<file path="config.mk">
export PLATFORM = sky130hd
export DESIGN_NAME = irq_controller
export DESIGN_NICKNAME = d
export VERILOG_FILES = /design/src/rtl/irq_controller.sv
export SDC_FILE = /design/constraint.sdc
export NUM_CORES = 1
export LEC_CHECK = 0
export CAP_MARGIN = 30
export CORE_AREA = 3 3 47 91
export CTS_CLUSTER_DIAMETER = 40
export CTS_CLUSTER_SIZE = 16
export DETAILED_ROUTE_END_ITERATION = 16
export DIE_AREA = 0 0 50 94
export HOLD_SLACK_MARGIN = 0.08
export PLACE_DENSITY_LB_ADDON = 0.3
export SYNTH_ARGS = -nofsm -noshare
export SYNTH_HDL_FRONTEND = slang
export SYNTH_SLANG_ARGS = --single-unit
</file>
<file path="constraint.sdc">
create_clock -name clk -period 0.95 [get_ports clk]
set_input_delay 0.19 -clock clk [delete_from_list [all_inputs] [get_ports clk]]
set_output_delay 0.19 -clock clk [all_outputs]
set_load 0.02 [all_outputs]
</file>
<file path="src/rtl/irq_controller.sv">
// Masked fixed-priority interrupt controller feeding the ID-stage IRQ input.
// Define IRQ_EDGE_EN for edge-latched PENDING (W1C); default is level mode.
module irq_controller #(
  parameter int NUM_SRC = 4,
  parameter int ID_W    = 2
) (
  input  logic               clk,
  input  logic               reset,
  input  logic [NUM_SRC-1:0] irq_src,
  input  logic               supervised,
  input  logic               irq_taken,
  output logic               irq,
  output logic [ID_W-1:0]    irq_id,
  input  logic               reg_we,
  input  logic [1:0]         reg_addr,
  input  logic [31:0]        reg_wdata,
  output logic [31:0]        reg_rdata
);

  typedef enum logic [1:0] {
    IDLE    = 2'd0,
    REQ     = 2'd1,
    SERVICE = 2'd2
  } state_t;

  state_t state, state_nx;

  logic [NUM_SRC-1:0] src_q;
  logic [NUM_SRC-1:0] mask;
  logic [NUM_SRC-1:0] pending;
  logic [NUM_SRC-1:0] eligible;
  logic [ID_W-1:0]    winner;
  logic               any;
  logic               en;
  logic               sup_q;
  logic               in_service;
  logic               unused_wdata;

  assign unused_wdata = ^reg_wdata;

  always_ff @(posedge clk) begin
    if (reset) begin
      src_q <= '0;
      sup_q <= 1'b0;
    end else begin
      src_q <= irq_src;
      sup_q <= supervised;
    end
  end

  always_ff @(posedge clk) begin
    if (reset) begin
      mask <= '0;
      en   <= 1'b0;
    end else if (reg_we) begin
      if (reg_addr == 2'd0) mask <= reg_wdata[NUM_SRC-1:0];
      if (reg_addr == 2'd3) en   <= reg_wdata[0];
    end
  end

`ifdef IRQ_EDGE_EN
  logic [NUM_SRC-1:0] src_d;
  logic [NUM_SRC-1:0] pend_q;
  logic [NUM_SRC-1:0] rise;
  logic [NUM_SRC-1:0] clr;

  always_comb begin
    rise = src_q & ~src_d;
    clr  = '0;
    if (reg_we && reg_addr == 2'd1)
      clr = reg_wdata[NUM_SRC-1:0];
    if (irq_taken && state == REQ)
      clr = clr | (NUM_SRC'(1) << irq_id);
  end

  // A new edge outranks a same-cycle clear so no event is lost.
  always_ff @(posedge clk) begin
    if (reset) begin
      src_d  <= '0;
      pend_q <= '0;
    end else begin
      src_d  <= src_q;
      pend_q <= (pend_q & ~clr) | rise;
    end
  end

  assign pending = pend_q;
`else
  assign pending = src_q;
`endif

  assign eligible = pending & mask & {NUM_SRC{en}};
  assign any      = |eligible;

  always_comb begin
    winner = '0;
    for (int i = NUM_SRC - 1; i >= 0; i--)
      if (eligible[i]) winner = ID_W'(i);
  end

  always_ff @(posedge clk) begin
    if (reset) state <= IDLE;
    else       state <= state_nx;
  end

  always_comb begin
    state_nx = state;
    unique case (state)
      IDLE:    if (any && !supervised) state_nx = REQ;
      REQ:     if (irq_taken) state_nx = SERVICE;
      SERVICE: if (sup_q && !supervised) state_nx = IDLE;
      default: state_nx = IDLE;
    endcase
  end

  always_comb begin
    irq        = (state == REQ);
    in_service = (state == SERVICE);
  end

  always_ff @(posedge clk) begin
    if (reset)
      irq_id <= '0;
    else if (state == IDLE && state_nx == REQ)
      irq_id <= winner;
  end

  always_comb begin
    reg_rdata = '0;
    unique case (reg_addr)
      2'd0: reg_rdata = 32'(mask);
      2'd1: reg_rdata = 32'(pending);
      2'd2: begin
        reg_rdata     = 32'(irq_id);
        reg_rdata[31] = in_service;
      end
      2'd3: reg_rdata = {31'b0, en};
      default: reg_rdata = '0;
    endcase
  end

endmodule
</file>
==> qor.yml, run 1 <==
status:
  status: "finished, violations left"
  violations: "negative setup slack"
final_layout:
  final_cells: 185
  antenna_cells: 0
  drive_gt1_share_pct: 41.91
  fin_nets: 180
  synthToLayoutAreaGrowth_pct: 54.44
min_path:
  hold_start: "reg_we"
  hold_class: "in2reg"
global_routing:
  grt_usage_pct: 8.336
  grt-ovfl-total: 0
  grt_pass1_vias: 666
  grt_pass1_wl_mm: 2.932
  antenna_found_initial: 0
  grt_max_degree: 9
yosys:
  synth_most_common_cell: "buf_4"
  ys_top_cells_by_area: "dfxtp_1 (33%), buf_4 (24%), mux2i_1 (9.3%), nor2b_1 (4.4%), nor2_1 (3.5%)"
  synthFlopType: "dfxtp_1"
  post-synth-top-area-fraction_pct: 32.61
  syn_avg_cell_area_sq_um: 9.551
  ys_seq_elements: 14
  synthTopCellsByCount: "buf_4 (27), dfxtp_1 (14), mux2i_1 (8), nor2_1 (8), nor2b_1 (6)"
  synth.distinct_cells: 25
  yosys.area.top_type: "dfxtp_1"
  synth_area_sq_um: 859.6
  seq_area_frac_synth_pct: 32.61
  yosysWarnings: 0
  synth_edf_count: 0
  synth_cells: 90
  ys_async_sr_fraction_pct: 0
clock_tree:
  cts_tree: "built"
  path_clk_slew_ps: 60
  clk_path_buf_depth: 2
  cts_hold_buf: 0
  h-tree-depth: 1
  cts_sinks: 14
  clock_latency_ps: 240
  clk_root_buffer_cell: "clkbuf_8"
  numCtsBuffers: 3
sta:
  hold_ws_ps: 478.9
  post-route-min-period_ps: 1360
  setup_slack_ps: -410.0
  hold_violations: 0
  finalClockSkew_ps: 2.374
  fmax_ghz: 0.7353
  period_share_pct: 143.2
  maxSlewViolCount: 0
  setup_viol: 11
  rsz0062_at_grt: "yes"
routing:
  viasPerCell: 3.762
  drtIter0Drc: 4
  drt-pass1-iter-count: 2
  ant_nets: 0
  drc_errors: 0
  drt-total-wl_mm: 1.883
  wl_per_cell_um: 10.18
  vias: 696
floorplan:
  num_rows: 31
  dieArea_sq_um: 4700
  die_w_um: 50
  initial_utilization_pct: 23.33
  die_h_um: 94
  core_area_sq_um: 3685
  io-pin-count: 78
placed_design:
  place_hpwl_mm: 1.501
  gp_congestion: 0.7565
  dpl.cell_count: 177
  portBuffers: 22
setup_path:
  worstReg2RegStart: "state[0]"
  cp_max_fo: 2
  cp.required_ps: 760
  critPathBufInv: 1
  path_cells: "mux4_2 > buf_6"
  cp-start-kind: "flip-flop"
  cp-end-kind: "output port"
  critPathLaunch: "en"
  cp_slowest_cell: "mux4_2"
  max_stage_delay_ps: 460
  worst-setup-path-type: "reg2out"
  critPathTopFamily: "multiplexers"
  arrival_ps: 1170
power_and_ir_drop:
  powerDensity_nw_per_um2: 1132
  p_leak_uw: 0.0005881
  ir_drop_v: 0.0005534
run:
  maxCapViolations: 0
## cell usage in the layout (no fill, tap or decap), types with 2 or more instances in the layout
cell type and count:
o21ai_1 2, clkbuf_8 4, dfxtp_1 3, dfxtp_2 10
nand3b_1 2, buf_4 20, clkdlybuf4s50_1 11, a22o_1 2
conb_1 27, buf_6 11, nand2_1 2, o21ai_2 2
a21oi_1 2, nor2b_1 5, mux2i_1 8, nor2_1 8
buf_8 2
## state kept, by name (all words and copies together), names as in the netlist
signal / flops
mask: 4
en: 1
state: 2
sup_q: 1
pending: 4
irq_id: 2
## kinds of logic (layout without fill, tap and decap cells)
| logic type | after synthesis | count (layout) | share of synthesized area [%] |
|---|---|---|---|
| other | 1 | 27 | 0.4363 |
| muxes | 9 | 9 | 12.37 |
| AOI/OAI and AO/OA | 11 | 11 | 8.588 |
| and+or+nand+nor | 24 | 24 | 18.92 |
| buffers and inverters | 31 | 51 | 27.07 |
| DFF | 14 | 14 | 32.61 |
## worst paths after layout
path / to / slack [ps] / cells past startpoint
max: reg_rdata[0] / -410 / 2
min: en / 480 / 4
max reg2reg: irq_id[0] / -250 / 5
min reg2reg: irq_id[0] / 580 / 3
## per-stage QoR
stage / util, % / TNS [ps] / worst slack [ps] / area, sq um / power [uW]
2_1_floorplan: - / -333.4 / -114.1 / 980.9 / 894.7
3_3_place_gp: 31.92 / -11470 / -980.8 / 1176 / 927.0
3_5_place_dp: 31.92 / -11600 / -978.9 / 1176 / 928.5
4_1_cts: 35.59 / -2093 / -418.2 / 1311 / 1508
5_1_grt: 36.03 / -2800 / -429.1 / 1328 / 1565
6_report: 36.03 / -2052 / -410.0 / 1328 / 1503
## power by group
group          switching (uW)  internal [uW]
combinational             174            139
clock                     207            367
sequential               9.92            606
total                     391           1110
## per-layer routing
metal	vias up	wire length [um]	GRT usage, %
met5	-	0	0
met3	2	124	1.431
met1	318	712	8.666
met4	0	41	6.236
met2	33	1005	14.41
li1	343	-	-
## layout make-up
type                            count  area [sq um]
Fill cell                         389          2357
Tap cell                           49         61.31
Inverter                            1         3.754
Clock buffer                        4         55.05
Sequential cell                    14         296.5
Timing Repair Buffer               46         434.2
Multi-Input combinational cell     71         476.7
## worst register-to-register path, delay by kind of cell (launching register included)
| family | cells | cell delay [ps] |
|---|---|---|
| simple gates | 2 | 420 |
| buf+inv | 1 | 120 |
| flops | 1 | 360 |
| compound gates | 2 | 190 |
## repair_timing
| action | 4_1_cts | 5_1_grt |
|---|---|---|
| pin swaps | 9 | 6 |
| endpoints found under the setup margin | 17 | 16 |
| gates cloned | 0 | 0 |
| gates resized for setup | 76 | 4 |
| setup buffers | 4 | 2 |
| endpoints found under the hold margin | 0 | 0 |
(Power assumes the default switching activity.)
==> run 2: changes to the inputs <==
--- a/config.mk
+++ b/config.mk
@@ -5,7 +5,6 @@
 export SDC_FILE = /design/constraint.sdc
 export NUM_CORES = 1
 export LEC_CHECK = 0
-export CAP_MARGIN = 30
 export CORE_AREA = 3 3 47 91
 export CTS_CLUSTER_DIAMETER = 40
 export CTS_CLUSTER_SIZE = 16
==> results of run 2 <==
Final layout, timing and power as in run 1 (identical DEF).
==> run 3: changes to the inputs <==
--- a/config.mk
+++ b/config.mk
@@ -10,6 +10,7 @@
 export CTS_CLUSTER_SIZE = 16
 export DETAILED_ROUTE_END_ITERATION = 16
 export DIE_AREA = 0 0 50 94
+export GPL_TIMING_DRIVEN = 0
 export HOLD_SLACK_MARGIN = 0.08
 export PLACE_DENSITY_LB_ADDON = 0.3
 export SYNTH_ARGS = -nofsm -noshare
==> run 3 against run 2 <==
The flow still finishes with violations (negative setup slack). Fmax shrank 1.3%. Power rose by 4.3%. Critical path depth unchanged. Largest cell class is now buffers.
==> qor.yml, run 3 (same netlist as run 1, synthesis figures left out) <==
status:
  status: "finished, violations left"
  violations: "negative setup slack"
power_and_ir_drop:
  p_sw_uw: 406.9
  p_int_uw: 1160
  power_frac_seq_pct: 39.4
  ir_drop_v: 0.0006373
  clockPowerShare_pct: 37.0
  switching_share_pct: 25.96
  powerDensity_nw_per_um2: 1105
  combinationalPowerShare_pct: 23.6
  p_leak_uw: 0.0006712
routing:
  viasPerCell: 3.655
  drc_errors: 0
  wl_per_cell_um: 10.25
  vias: 731
  drt-total-wl_mm: 2.050
  ant_nets: 0
  drtIter0Drc: 8
  drt-pass1-iter-count: 4
sta:
  fmax_ghz: 0.7255
  period_share_pct: 145.1
  finalClockSkew_ps: 3.294
  setup_tns_ps: -2026
  post-route-min-period_ps: 1378
  rsz0062_at_grt: "yes"
  maxSlewViolCount: 0
  setup_slack_ps: -428.3
  setup_viol: 10
  hold_violations: 0
clock_tree:
  clock_latency_ps: 250
  path_clk_slew_ps: 60
  h-tree-depth: 1
  clk_root_buffer_cell: "clkbuf_8"
  cts_sinks: 14
  clk_path_buf_depth: 2
  cts_hold_buf: 0
  cts_tree: "built"
  numCtsBuffers: 3
global_routing:
  grt_util_met1_pct: 7.813
  grt-ovfl-total: 0
  grt_pass1_wl_mm: 3.201
  grt_pass1_vias: 741
  met2_usage_pct: 17.47
  grt_busiest_layer: "met2"
  grt_use_met3_pct: 1.749
  grt_max_degree: 11
  grt_usage_pct: 9.318
  antenna_found_initial: 0
final_layout:
  final_common_cell: "buf_4"
  seq_area_sq_um: 301.5
  fill_cells: 394
  fin_util_pct: 38.47
  synthToLayoutAreaGrowth_pct: 64.92
  fin_nets: 195
  mostFrequentLayoutCells: "buf_4 (41), conb_1 (27), dfxtp_2 (11)"
  antenna_cells: 0
  drive_gt1_share_pct: 48.34
  multi_input_area_sq_um: 473.0
placed_design:
  portBuffers: 20
  place_hpwl_mm: 1.562
  gp_congestion: 0.7291
floorplan:
  initial_utilization_pct: 23.33
  die_h_um: 94
  core_area_sq_um: 3685
  die_w_um: 50
  dieArea_sq_um: 4700
  num_rows: 31
  io-pin-count: 78
setup_path:
  critPathTopFamily: "multiplexers"
  max_stage_delay_ps: 470
  cp_max_fo: 2
  cp_slowest_cell: "mux4_2"
  arrival_ps: 1190
  cp-start-kind: "flip-flop"
  path_cells: "mux4_2 > buf_6"
  cp-end-kind: "output port"
  cp.required_ps: 760
  critPathBufInv: 1
  worst-setup-path-type: "reg2out"
  timing.reg2reg.worst_path_depth: 5
  reg2reg_slack_ps: -240
  path_depth: 2
run:
  maxCapViolations: 0
min_path:
  holdPathStages: 4
  hold_class: "in2reg"
-- run 3: through the flow --
stage	cell area (sq um)	std cells	setup WS [ps]	power [uW]	hold WS, ps
6_report	1418	200	-428.3	1567	334.9
2_1_floorplan	980.9	116	-114.1	894.7	261.6
3_3_place_gp	1242	185	-597.5	975.7	486.0
5_1_grt	1418	200	-466.7	1641	404.1
3_5_place_dp	1242	185	-625.6	981.4	488.2
4_1_cts	1355	194	-428.5	1559	323.1
-- run 3: path summary, 6_finish.rpt --
path                                      to   startpoint
worst min register to register     irq_id[0]    irq_id[0]
worst max-delay path            reg_rdata[0]           en
worst min-delay path                      en  reg_addr[1]
worst max register to register     irq_id[0]     state[0]
-- run 3: repair_timing --
item / in CTS / in global routing
setup endpoints to repair: 19 / 18
buffers inserted: 5 / 8
pin swaps: 4 / 4
resized for setup: 62 / 7
-- run 3: power by group through the flow --
| stage | clock network (uW) | logic, uW | registers [uW] |
|---|---|---|---|
| 2_1_floorplan | 0 | 265 | 630 |
| 3_3_place_gp | 0 | 342 | 633 |
| 3_5_place_dp | 0 | 347 | 634 |
| 4_1_cts | 583 | 358 | 617 |
| 5_1_grt | 620 | 401 | 619 |
| 6_report | 580 | 369 | 617 |
-- run 3: worst reg2reg max path: cells and delay by family, from the launching register on --
kind / cells / cell delay, ps
compound gates: 2 / 200
buf+inv: 1 / 140
flops: 1 / 360
simple gates: 2 / 390
-- run 3: per-layer routing --
metal  part of all wire, %  vias up
li1                      -      370
met1                    33      322
met2                    57       34
met3                   6.6        5
met4                   3.4        0
met5                     0        -
-- run 3: final cells by class --
cell class	count	share of cell area, %
Buffer	30	16.95
Clock buffer	4	3.883
Inverter	1	0.2648
Multi-Input combinational cell	71	33.36
Sequential cell	14	21.27
Tap cell	49	4.325
Timing Repair Buffer	31	19.95
